`src/rtl/boron_dec_round_ctrl_if.sv`:
```
// Handshake, key-store and round-datapath signals of the Boron decryption round sequencer.
// The slave modport is the sequencer's view; the master modport is its environment's view.
interface boron_dec_round_ctrl_if #(
    parameter int IDX_W = 5
);
    logic             Dec_In_valid;
    logic             Dec_In_ready;
    logic [63:0]      Dec_In_data;
    logic             Dec_Out_valid;
    logic             Dec_Out_ready;
    logic [63:0]      Dec_Out_data;
    logic [IDX_W-1:0] Rk_idx;
    logic [63:0]      Rk_data;
    logic [63:0]      Round_in;
    logic [63:0]      Round_out;
    logic             Busy;

    modport slave (
        input  Dec_In_valid, Dec_In_data, Dec_Out_ready, Rk_data, Round_out,
        output Dec_In_ready, Dec_Out_valid, Dec_Out_data, Rk_idx, Round_in, Busy
    );

    modport master (
        output Dec_In_valid, Dec_In_data, Dec_Out_ready, Rk_data, Round_out,
        input  Dec_In_ready, Dec_Out_valid, Dec_Out_data, Rk_idx, Round_in, Busy
    );
endinterface

```
`src/rtl/boron_dec_round_ctrl.sv`:
```
// Iterative Boron decryption sequencer: whiten with key ROUNDS, then ROUNDS rounds with keys ROUNDS-1..0.
// Latency ROUNDS+1 cycles to Dec_Out_valid; one block in flight; optional abort under BORON_DEC_ABORT_EN.
module boron_dec_round_ctrl #(
    parameter int ROUNDS = 25,
    parameter int IDX_W  = 5
) (
    input  logic                      clk,
    input  logic                      rst,
`ifdef BORON_DEC_ABORT_EN
    input  logic                      Dec_Abort,
`endif
    boron_dec_round_ctrl_if.slave     bus
);

    typedef enum logic [1:0] {
        S_IDLE,
        S_WHITEN,
        S_ROUND,
        S_OUT
    } state_t;

    localparam logic [IDX_W-1:0] LAST_IDX = IDX_W'(ROUNDS);
    localparam logic [IDX_W-1:0] CNT_INIT = IDX_W'(ROUNDS - 1);

    state_t           state_q, state_d;
    logic [63:0]      blk_q, blk_d;
    logic [IDX_W-1:0] cnt_q, cnt_d;
    logic [IDX_W-1:0] rk_idx;

    always_ff @(posedge clk or posedge rst) begin
        if (rst) begin
            state_q <= S_IDLE;
            blk_q   <= '0;
            cnt_q   <= '0;
        end else begin
            state_q <= state_d;
            blk_q   <= blk_d;
            cnt_q   <= cnt_d;
        end
    end

    always_comb begin
        state_d = state_q;
        blk_d   = blk_q;
        cnt_d   = cnt_q;
        rk_idx  = '0;
        case (state_q)
            S_IDLE: begin
                if (bus.Dec_In_valid) begin
                    blk_d   = bus.Dec_In_data;
                    cnt_d   = CNT_INIT;
                    state_d = S_WHITEN;
                end
            end
            S_WHITEN: begin
                rk_idx  = LAST_IDX;
                blk_d   = blk_q ^ bus.Rk_data;
                state_d = S_ROUND;
            end
            S_ROUND: begin
                rk_idx = cnt_q;
                blk_d  = bus.Round_out;
                // Counter parks at zero on the final round rather than wrapping.
                if (cnt_q == '0) begin
                    state_d = S_OUT;
                end else begin
                    cnt_d = cnt_q - IDX_W'(1);
                end
            end
            S_OUT: begin
                if (bus.Dec_Out_ready) begin
                    state_d = S_IDLE;
                end
            end
            default: state_d = S_IDLE;
        endcase
`ifdef BORON_DEC_ABORT_EN
        // Abort wins over any transition, including the output handshake.
        if (Dec_Abort && (state_q != S_IDLE)) begin
            state_d = S_IDLE;
            blk_d   = '0;
            cnt_d   = '0;
        end
`endif
    end

    assign bus.Dec_In_ready  = (state_q == S_IDLE);
    assign bus.Dec_Out_valid = (state_q == S_OUT);
    assign bus.Busy          = (state_q != S_IDLE);
    assign bus.Dec_Out_data  = blk_q;
    assign bus.Round_in      = blk_q;
    assign bus.Rk_idx        = rk_idx;

endmodule

```
`src/flat_wrapper.sv`:
```
// flat-port wrapper written by rule: the top's interface ports become plain ports
module boron_dec_round_ctrl_flat 
#(
    parameter int ROUNDS = 25,
    parameter int IDX_W  = 5
)
  (clk, rst, bus_Dec_In_valid, bus_Dec_In_data, bus_Dec_Out_ready, bus_Rk_data, bus_Round_out, bus_Dec_In_ready, bus_Dec_Out_valid, bus_Dec_Out_data, bus_Rk_idx, bus_Round_in, bus_Busy);
  boron_dec_round_ctrl_if #(.IDX_W(IDX_W)) bus_i ();
  input  logic clk;
  input  logic rst;
  input wire logic [$bits(bus_i.Dec_In_valid)-1:0] bus_Dec_In_valid;
  input wire logic [$bits(bus_i.Dec_In_data)-1:0] bus_Dec_In_data;
  input wire logic [$bits(bus_i.Dec_Out_ready)-1:0] bus_Dec_Out_ready;
  input wire logic [$bits(bus_i.Rk_data)-1:0] bus_Rk_data;
  input wire logic [$bits(bus_i.Round_out)-1:0] bus_Round_out;
  output wire logic [$bits(bus_i.Dec_In_ready)-1:0] bus_Dec_In_ready;
  output wire logic [$bits(bus_i.Dec_Out_valid)-1:0] bus_Dec_Out_valid;
  output wire logic [$bits(bus_i.Dec_Out_data)-1:0] bus_Dec_Out_data;
  output wire logic [$bits(bus_i.Rk_idx)-1:0] bus_Rk_idx;
  output wire logic [$bits(bus_i.Round_in)-1:0] bus_Round_in;
  output wire logic [$bits(bus_i.Busy)-1:0] bus_Busy;
  assign bus_i.Dec_In_valid = bus_Dec_In_valid;
  assign bus_i.Dec_In_data = bus_Dec_In_data;
  assign bus_i.Dec_Out_ready = bus_Dec_Out_ready;
  assign bus_i.Rk_data = bus_Rk_data;
  assign bus_i.Round_out = bus_Round_out;
  assign bus_Dec_In_ready = bus_i.Dec_In_ready;
  assign bus_Dec_Out_valid = bus_i.Dec_Out_valid;
  assign bus_Dec_Out_data = bus_i.Dec_Out_data;
  assign bus_Rk_idx = bus_i.Rk_idx;
  assign bus_Round_in = bus_i.Round_in;
  assign bus_Busy = bus_i.Busy;
  boron_dec_round_ctrl #(.ROUNDS(ROUNDS), .IDX_W(IDX_W)) u_core (.clk(clk), .rst(rst), .bus(bus_i));
endmodule
```
`config.mk`:
```
export PLATFORM = sky130hd
export DESIGN_NAME = boron_dec_round_ctrl_flat
export DESIGN_NICKNAME = d
export VERILOG_FILES = /design/src/rtl/boron_dec_round_ctrl_if.sv /design/src/rtl/boron_dec_round_ctrl.sv /design/src/flat_wrapper.sv
export SDC_FILE = /design/constraint.sdc
export NUM_CORES = 1
export LEC_CHECK = 0
export CORE_AREA = 2 2 129 131
export CTS_BUF_LIST = sky130_fd_sc_hd__clkbuf_2 sky130_fd_sc_hd__clkbuf_4 sky130_fd_sc_hd__clkbuf_8
export DETAILED_ROUTE_END_ITERATION = 16
export DIE_AREA = 0 0 131 133
export GPL_TIMING_DRIVEN = 0
export PLACE_DENSITY = 0.75
export SYNTH_ARGS = -nofsm -noshare
export SYNTH_HDL_FRONTEND = slang
export SYNTH_SLANG_ARGS = --single-unit
```
`constraint.sdc`:
```
create_clock -name clk -period 2 [get_ports clk]
set_input_delay 0.4 -clock clk [delete_from_list [all_inputs] [get_ports clk]]
set_output_delay 0.4 -clock clk [all_outputs]
set_load 0.05 [all_outputs]
```
---- Yosys cells after proc, flatten, opt, wreduce, memory -nomap -nowiden ----
Cells that the tools add are included.
word-level totals
  input bits .............................. 196
  flip-flop bits (word level) ............. 71
  word-level logic and storage cells ...... 30
cells by class
  bitwise logic cells ..................... 1
  add/subtract/negate cells ............... 1
  reductions and logical operators ........ 8
  equality and inequality tests ........... 7
  muxes and demuxes ....................... 10
operator list
  cell                                                                 number
  64-bit one-hot mux with 3 select lines                               1
  64-bit 2-to-1 mux                                                    1
  64-bit bitwise XOR                                                   1
  5-bit one-hot mux with 2 select lines                                2
  5-bit 2-to-1 mux                                                     2
  2-bit one-hot mux with 4 select lines                                1
  2-bit 2-to-1 mux                                                     3
  2-bit != test (second input constant)                                3
  3-bit AND reduction                                                  2
  5-bit logical NOT                                                    1
  5-bit by 1-bit subtractor with 5-bit output (second input constant)  1
  2-bit == test (second input constant)                                2
  2-bit nonzero test                                                   2
  3-bit nonzero test                                                   1
  2-bit by 1-bit == test with 1-bit output (second input constant)     1
  2-bit logical NOT                                                    1
  2-bit by 1-bit != test with 1-bit output (second input constant)     1
  2-bit AND reduction                                                  1

---- Longest topological paths before layout ----
  word-level depth ........................ 3
  depth in mapped cells ................... 9
  gate-level depth less buffers ........... 6

---- Worst setup path before layout ----
OpenSTA, ideal clock, no wires.
  path kind ............................... reg2out
  from .................................... register u_core.state_q[0]
  to ...................................... output bus_Rk_idx[3]
  slack ................................... -485 ps
  data arrival time ....................... 2085 ps
  buffers on the path ..................... 3
  required time ........................... 1600 ps
  stages on the path, launching flop included .. 8
  path through ............................ dfrtp_1 -> inv_1 -> ha_1 -> clkbuf_1 -> buf_2 -> clkbuf_1 -> a21oi_1 -> nor2b_1
on the way
  word-level cells in the longest chain between the ends .. 2
  elaborated cells between the ends (all ways) .. 3
  those cells by class .................... eq/ne: 2; mux: 1
ends and longest elaborated chain
  what                                                                              RTL line                    source
  from (decl)                                                                       boron_dec_round_ctrl.sv:25  state_t state_q, state_d;
  from (signal assigned)                                                            boron_dec_round_ctrl.sv:36  state_q <= state_d;
  2-bit == test / 2-bit by 1-bit == test with 1-bit output (equally long branches)  boron_dec_round_ctrl.sv:47  case (state_q)
  5-bit one-hot mux with 2 select lines *                                           boron_dec_round_ctrl.sv:47
  to (decl)                                                                         flat_wrapper.sv:19          output wire logic [$bits(bus_i.Rk_idx)-1:0] bus_Rk_idx;
Every way passes the cells marked *; elsewhere a longest branch is shown, timed or not.

---- Final worst setup path ----
  from .................................... register u_core.state_q[1]
  to ...................................... output bus_Rk_idx[3]
Same word-level chain as after synthesis.

==> impl_metrics.tcl <==
set metrics [dict create \
    cts_root_buf "clkbuf_8" \
    path_buf_inv 3 \
    area_growth_syn_to_layout_pct 80.6 \
    critPathLaunchType "flop" \
    grt_overflow 0 \
    violations "setup timing" \
    crit_path_top_delay_cell "dfrtp_2" \
    io_pins 332 \
    grt_pass1_wl_um 30800 \
    cp.arrival_ps 1630 \
    path_cells "buf_6 > ha_4 > clkbuf_16 > a21oi_4 > nor2b_4 > buf_8" \
    cts_htree_levels 3 \
    max_stage_delay_ps 430 \
    start_util_pct 31.2 \
    syn_avg_cell_area_um2 7.40 \
    fin_worst_skew_ps 14.2 \
    run_status "complete, but fails checks" \
    cp_max_fo 8 \
    cts_tree "done" \
    cts_buffer_depth 2 \
    placed_area_um2 8710 \
    setup_viol 3 \
    via_per_inst 4.70 \
    place_congestion 0.850 \
    hpwl_um 15800 \
    drive_above_1_share_pct 14.8 \
    dieArea_um2 17400 \
    totalWireLength_um 20400 \
    nNetsFinal 1242 \
    synth_nets 885 \
    cp.required_ps 1600 \
    final_common_cell "clkdlybuf4s50_1" \
    fp.dieH_um 133 \
    yosysSeqAreaShare_pct 35.2 \
    grt_max_degree 28 \
    first_iter_violations 233 \
    syn_area_um2 5040 \
    final_area_um2 9110 \
    cp_top_family "buffers and inverters" \
    port-buffer-count 331 \
    slew_headroom_pct 61.9 \
    ys_ff_latch 71 \
    fin_ws_ps -33.2 \
    yosys_warnings 0 \
    synth_edf_count 0 \
    fmax_mhz 492 \
    firstDrtPassIters 4 \
    cts.sink_count 71 \
    dieWidth_um 131 \
    cts_buffers 9 \
    ys.flop_type "dfrtp_1" \
    ant_nets 0 \
    path_class "flop to primary output" \
    timing.final.crit_share_pct 102 \
    hold_class "input pin to async pin" \
    layout_common_cells "clkdlybuf4s50_1 (195), nand2_1 (194), dlygate4sd2_1 (126)" \
    wire_per_inst_um 16.2 \
    post-route-min-period_ps 2030 \
    instances_no_fill 1264 \
    clkTransAtPathRegs_ps 80 \
    finalHoldViolations 0 \
    cp-end-kind "primary output" \
    core_region_area_um2 16200 \
    rsz0062_at_grt "yes" \
    drv_cap 0 \
    placementRows 47 \
    maxSlewViolCount 0 \
    clock_latency_ps 360 \
    synth_cell_type_count 32 \
    async_reset_ff_share_pct 100 \
    syn_inst 682 \
    track_usage_pct 22.8 \
    n_antenna_cell 0 \
    dp.cells 1235 \
    grt_pass1_vias 5810 \
    drc 0 \
    tightest_slew_ps 570 \
    hold_ws_ps 447 \
    num_vias 5940 \
    antenna_found_initial 0 \
]
## flip-flops by register name (all words and copies together) (netlist names)
signal	count
u_core.bus.Dec_Out_data	64
u_core.cnt_q	5
u_core.state_q	2
## per-stage QoR
step	setup slack [ps]	setup TNS (ps)	util, %
after floorplan	15.2	0	-
after global placement	-1120	-39730	53.6
after detailed placement	-1110	-24750	53.8
after CTS	-133	-364	55.7
after global routing	-92.0	-341	56.3
final	-33.2	-50.5	56.3
## worst register-to-register path, cell delays in order, from the launching register on
cell and delay [ps]:
dfrtp_2 430, inv_1 90, ha_2 190, or4b_1 420, buf_2 180, a21oi_4 150, mux2_1 330
## synth_stat cells, types with 3 or more instances
| master | instances | area (µm²) |
|---|---|---|
| clkbuf_1 | 35 | 131 |
| ha_1 | 7 | 87.6 |
| dfrtp_1 | 71 | 1780 |
| o21ai_0 | 101 | 505 |
| nand2_1 | 194 | 728 |
| xor2_1 | 64 | 561 |
| inv_1 | 9 | 33.8 |
| buf_1 | 5 | 18.8 |
| nand3_1 | 3 | 15.0 |
| buf_4 | 64 | 480 |
| buf_2 | 4 | 20.0 |
| o21ai_1 | 32 | 160 |
| nor2b_1 | 4 | 25.0 |
| a21oi_1 | 69 | 345 |
## repair_timing
| item | 4_1_cts | 5_1_grt |
|---|---|---|
| resized for setup | 204 | 46 |
| pin swaps | 3 | 2 |
| hold buffers | 0 | 0 |
| gates cloned | 0 | 0 |
| setup endpoints to repair | 199 | 71 |
| buffers inserted | 11 | 5 |
## layout make-up
class / count / area, µm²
flip-flops and latches: 71 / 1780
well taps: 220 / 275
multi-input cells: 494 / 2700
clock buffers: 11 / 151
plain buffers: 105 / 729
repair buffers: 349 / 3360
fillers: 1534 / 7060
clock inverters: 5 / 80.1
inverters: 9 / 37.5
## final timing paths
kind | from | endpoint | slack (ps) | cells past startpoint
max | u_core.state_q[1]$_DFFE_PP0P_ | bus_Rk_idx[3] | -30 | 6
min | rst | u_core.bus.Dec_Out_data[23]$_DFFE_PP0P_ | 450 | 2
max reg2reg | u_core.cnt_q[0]$_DFFE_PP0P_ | u_core.state_q[1]$_DFFE_PP0P_ | 80 | 6
min reg2reg | u_core.bus.Dec_Out_data[11]$_DFFE_PP0P_ | u_core.bus.Dec_Out_data[11]$_DFFE_PP0P_ | 550 | 2
max in group asynchronous | rst | u_core.bus.Dec_Out_data[56]$_DFFE_PP0P_ | 1020 | 3
min in group clk | u_core.bus.Dec_Out_data[11]$_DFFE_PP0P_ | u_core.bus.Dec_Out_data[11]$_DFFE_PP0P_ | 550 | 2
## kinds of logic after synthesis
| group | share of synthesized area, % |
|---|---|
| buf+inv | 13.6 |
| simple gates | 16.6 |
| flops | 35.2 |
| compound gates | 21.6 |
| fa+ha+maj | 1.74 |
| xor+xnor | 11.1 |
| mux | 0.223 |
## routing by layer
layer / GRT usage, % / wire, µm / up-vias
met5: 0 / 0 / -
met4: 6.91 / 410 / 0
met3: 4.93 / 1640 / 27
met2: 41.1 / 10300 / 275
met1: 26.7 / 8050 / 2740
li1: - / - / 2898
Power is not shown: default switching activity piles up to over one toggle a cycle in this logic, so the estimate is an artifact.
